## config.mk

```make
export PLATFORM = sky130hd
export DESIGN_NAME = result_packer
export DESIGN_NICKNAME = d
export VERILOG_FILES = /design/src/rtl/result_packer_pkg.sv /design/src/rtl/result_packer.sv
export SDC_FILE = /design/constraint.sdc
export NUM_CORES = 1
export LEC_CHECK = 0
export CAP_MARGIN = 30
export CORE_MARGIN = 2
export CORE_UTILIZATION = 30
export DETAILED_ROUTE_END_ITERATION = 16
export PLACE_DENSITY = 0.51
export SLEW_MARGIN = 10
export SYNTH_ARGS = -nofsm -noshare
export SYNTH_HDL_FRONTEND = slang
export SYNTH_SLANG_ARGS = --single-unit
```

## constraint.sdc

```tcl
create_clock -name clk_i -period 3.87 [get_ports clk_i]
set_input_delay 0.774 -clock clk_i [delete_from_list [all_inputs] [get_ports clk_i]]
set_output_delay 0.774 -clock clk_i [all_outputs]
set_load 0.05 [all_outputs]
```

## src/rtl/result_packer_pkg.sv

```systemverilog
// result_packer_pkg: harness constants and packing-state type shared with the upstream BFM
package result_packer_pkg;
  localparam int TOTAL_WIDTH = 256;
  localparam int BYTE_W = 8;
  localparam int LEN_W = 6;
  typedef enum logic {IDLE, FILL} pack_state_e;
endpackage

```

## src/rtl/result_packer.sv

```systemverilog
// result_packer: packs result bytes LSB-first into wide vectors with a single holding register and drop accounting
module result_packer #(
  parameter int TOTAL_WIDTH = result_packer_pkg::TOTAL_WIDTH,
  parameter int BYTE_W = result_packer_pkg::BYTE_W
) (
  input  logic                                 clk_i,
  input  logic                                 reset_ni,
  input  logic [BYTE_W-1:0]                    res_i,
  input  logic                                 res_valid_i,
  input  logic                                 flush_i,
  output logic [TOTAL_WIDTH-1:0]               vec_o,
  output logic [result_packer_pkg::LEN_W-1:0]  vec_len_o,
  output logic                                 vec_valid_o,
  input  logic                                 vec_ready_i,
  output logic                                 overflow_o,
  output logic [15:0]                          drop_cnt_o,
  input  logic                                 clr_ovf_i
);
  import result_packer_pkg::*;
  localparam int NB = TOTAL_WIDTH / BYTE_W;
  localparam int CW = $clog2(NB);
  pack_state_e state, state_nx;
  logic [CW-1:0] cnt;
  logic [TOTAL_WIDTH-1:0] pack, pack_nx;
  logic [LEN_W-1:0] len;
  logic done, load, drop;
  always_comb begin
    pack_nx = pack;
    if (res_valid_i) pack_nx[cnt*BYTE_W +: BYTE_W] = res_i;
    done = (res_valid_i && cnt == CW'(NB-1)) || (flush_i && (cnt != '0 || res_valid_i));
    len = LEN_W'(cnt) + LEN_W'(res_valid_i);
    load = done && (!vec_valid_o || vec_ready_i);
    drop = done && vec_valid_o && !vec_ready_i;
    state_nx = state == IDLE ? ((res_valid_i && !done) ? FILL : IDLE) : (done ? IDLE : FILL);
  end
  always_ff @(posedge clk_i or negedge reset_ni)
    if (!reset_ni) state <= IDLE;
    else state <= state_nx;
  always_ff @(posedge clk_i or negedge reset_ni)
    if (!reset_ni) begin
      cnt <= '0;
      pack <= '0;
    end else if (done) begin
      cnt <= '0;
      pack <= '0;
    end else if (res_valid_i) begin
      cnt <= cnt + 1'b1;
      pack <= pack_nx;
    end
  always_ff @(posedge clk_i or negedge reset_ni)
    if (!reset_ni) begin
      vec_o <= '0;
      vec_len_o <= '0;
      vec_valid_o <= 1'b0;
    end else if (load) begin
      vec_o <= pack_nx;
      vec_len_o <= len;
      vec_valid_o <= 1'b1;
    end else if (vec_ready_i) vec_valid_o <= 1'b0;
  // a drop in the same cycle as a clear restarts the count at one
  always_ff @(posedge clk_i or negedge reset_ni)
    if (!reset_ni) begin
      overflow_o <= 1'b0;
      drop_cnt_o <= '0;
    end else if (drop) begin
      overflow_o <= 1'b1;
      drop_cnt_o <= clr_ovf_i ? 16'd1 : ((&drop_cnt_o) ? drop_cnt_o : drop_cnt_o + 16'd1);
    end else if (clr_ovf_i) begin
      overflow_o <= 1'b0;
      drop_cnt_o <= '0;
    end
endmodule

```

==> run_results.csv <==
group,metric,value,unit
synth,synth-seq-cells,541,
setup_path,r2r-start,"cnt[1]$_DFFE_PN0P_",
clock_network,cts.sinks,541,
synth,synthDistinctLibCells,58,
setup_path,cpMaxStageDelayCell,"or4_1",
clock_network,cts-buffers-inserted,60,
sta,min_period,3.34,ns
routing,drtIter0Drc,1593,
power,ir_worst_vdd,311,uV
synth,synth.top_cell.area_share,0.588,
sta,tightest_slew,0.974,ns
global_routing,antenna_found_initial,2,
routing,ant_nets,0,
job,cap_violations,0,
synth,synthArstFlopShare,1.00,
clock_network,post_cts_buffers,0,
final_layout,n_fill_cell,7468,
setup_path,rr_endpoint,"vec_o[188]$_DFFE_PN0P_",
power,power.static_leakage,12.7,nW
routing,wl,78.5,mm
setup_path,r2r_cells,10,
sta,clock.fmax,299,MHz
synth,syn_area,23000,um^2
setup_path,setup.worst_path.start_class,"flop",
setup_path,worstPathRequired,4.39,ns
floorplan,start_util,0.303,
routing,post_drt_wl_per_cell,22.2,um
clock_network,hold_buffers,0,
floorplan,die_area,79000,um^2
place,gp_congestion,0.859,
setup_path,critical_path_class,"flop to flop",
clock_network,clk_pin_slew,0.06,ns
global_routing,gr-usage-all-layers,0.198,
synth,synth-main-ff-cell,"dfrtp_1",
final_layout,final_cell_mix,"541 x dfrtp_1, 298 x nor2_1, 292 x clkdlybuf4s50_1",
setup_path,worstPathMaxFanout,13,
synth,syn_area_per_cell,10.5,um^2
worst_hold_path,hold_class,"input port to async pin",
clock_network,cts-root-buf,"clkbuf_16",
final_layout,finalNonFillerCells,3528,
clock_network,cts_buffer_depth,3,
sta,setup_viol,0,
final_layout,area_growth,27.7,%
setup_path,cp-end-kind,"flop",
place,dpl.cell_count,3420,
floorplan,die_y,281,um
setup_path,r2r_setup_slack,0.53,ns
routing,viasPerCell,5.04,
synth,synth_area_leaders,"dfrtp_1 59%, mux2i_1 9.7%, nor2_1 4.9%",
floorplan,die_w,281,um
sta,clock_skew,0.0348,ns
sta,rsz0062_at_grt,"false",
routing,vias,17800,
clock_network,clk_latency,0.64,ns
setup_path,critical_path.startpoint,"cnt[1]$_DFFE_PN0P_",
clock_network,cts_resized,0,
synth,ys_warn_count,0,
global_routing,grt_first_pass_wirelength,118,mm
sta,maxSlewHeadroom,0.351,
place,io_buffer_count,293,
floorplan,ioPinCount,294,
sta,hold_violations,0,
floorplan,core-area,75900,um^2
synth,synth_edf_count,0,
final_layout,final_nets,2473,
routing,dr.pass1.iters,5,
run_status,status,"finished clean",
setup_path,worstPathCellList,"inv_1, ha_1, nor3b_1, ha_1, nand2b_1, or3_1, or4_1, buf_4, mux2i_1, o21ai_0",
final_layout,layout_commonest_cell,"dfrtp_1",
setup_path,crit_family,"simple AND/OR/NAND/NOR gates",
global_routing,grt_pass1_vias,18000,
sta,fin_crit_sh,0.864,
setup_path,cp.arrival,3.86,ns
clock_network,h-tree-depth,2,
setup_path,path_buf_inv,2,
power,power_density,541,nW/um^2
synth,synth_cells,2183,
global_routing,grt_max_degree,118,
setup_path,crit_top_cell,"ha_1",
place,dpl.hpwl,55.7,mm
global_routing,gr-total-overflow,0,
clock_network,cts_tree,"built",
floorplan,fp-row-count,101,
final_layout,layout-drive-gt1-share,0.0821,
synth,synth.largest_area_cell,"dfrtp_1",
synth,syn-num-nets,2204,
setup_path,max_stage_delay,0.68,ns
routing,route.detailed.drc,0,
sta,finalSetupTns,0,ns
synth,yosysSeqAreaShare,0.588,
sta,finalMaxSlewViolations,0,
## worst max path at each step
stage,depth (start not counted),end
detailed placement,8,drop_cnt_o[13]$_DFFE_PN0P_
global placement,8,drop_cnt_o[15]$_DFFE_PN0P_
finish,10,vec_o[188]$_DFFE_PN0P_
CTS,10,vec_o[190]$_DFFE_PN0P_
floorplan,15,pack[46]$_DFFE_PN0P_
global route,9,drop_cnt_o[13]$_DFFE_PN0P_
## synthesized netlist by cell type (all sizes together) (5+ instances only)
cell / count
a211oi: 8
a21o: 6
a21oi: 143
a22o: 34
a31oi: 7
a32o: 47
and2: 19
and3: 38
buf: 37
clkbuf: 136
dfrtp: 541
ha: 7
inv: 5
mux2i: 222
nand2: 242
nand2b: 10
nand3: 32
nand4: 8
nor2: 302
nor2b: 10
nor3: 17
nor3b: 5
nor4: 10
o21ai: 190
o2bb2ai: 50
or3: 7
or4: 5
xnor2: 6
xor2: 6
## logic make-up (layout without fill, tap and decap cells)
family,after synthesis,in the layout,share of synthesized area
compound gates,505,505,0.140
xor+xnor,12,12,0.00456
fa+ha+maj,7,7,0.00380
buf+inv,178,492,0.0311
flops,541,541,0.588
mux,223,223,0.0970
other cells,0,1,0
simple gates,717,717,0.136
## power breakdown
group | internal (mW) | total, mW | switching [mW]
clock | 3.43 | 5.78 | 2.34
sequential | 6.03 | 6.32 | 0.289
combinational | 1.04 | 3.82 | 2.78
total | 10.5 | 15.9 | 5.41
## layer usage
| metal | GRT usage | wire length [um] |
|---|---|---|
| met1 | 0.264 | 34000 |
| met2 | 0.319 | 36800 |
| met3 | 0.0464 | 5370 |
| met4 | 0.0605 | 2320 |
| met5 | 0 | 0 |
## metrics by stage
| stage | utilization | power [mW] | cell area (um^2) | hold slack (ns) | setup WS (ns) |
|---|---|---|---|---|---|
| after global routing | 0.387 | 16.6 | 29400 | 0.143 | 0.259 |
| after CTS | 0.387 | 16.1 | 29400 | 0.122 | 0.544 |
| after floorplan | - | 8.64 | 23000 | 0.455 | 0.0499 |
| after global placement | 0.361 | 10.2 | 27400 | 0.463 | 0.492 |
| after detailed placement | 0.361 | 10.3 | 27400 | 0.471 | 0.451 |
| final | 0.387 | 15.9 | 29400 | 0.132 | 0.527 |
## cell type report
class                           instances  area, um^2  share of cell area
Antenna cell                            1        2.50           0.0000851
Clock buffer                           92        1790              0.0609
Clock inverter                         15         211             0.00719
Inverter                                5        18.8            0.000638
Multi-Input combinational cell       1464        8820               0.300
Sequential cell                       541       13500               0.460
Tap cell                             1030        1290              0.0438
Timing Repair Buffer                  380        3730               0.127
## sequential cells by signal (all words and copies together) (netlist names)
register     flops
vec_o          256
drop_cnt_o      16
cnt              5
overflow_o       1
pack           256
vec_len_o        6
vec_valid_o      1
## worst reg2reg max path, cell delays in order, from the launching register on
cell and delay [ns]:
dfrtp_1 0.58, inv_1 0.11, ha_1 0.21, nor3b_1 0.15
ha_1 0.30, nand2b_1 0.25, or3_1 0.46, or4_1 0.68
buf_4 0.25, mux2i_1 0.12, o21ai_0 0.17
No activity file was read; power rests on OpenSTA's default activity.
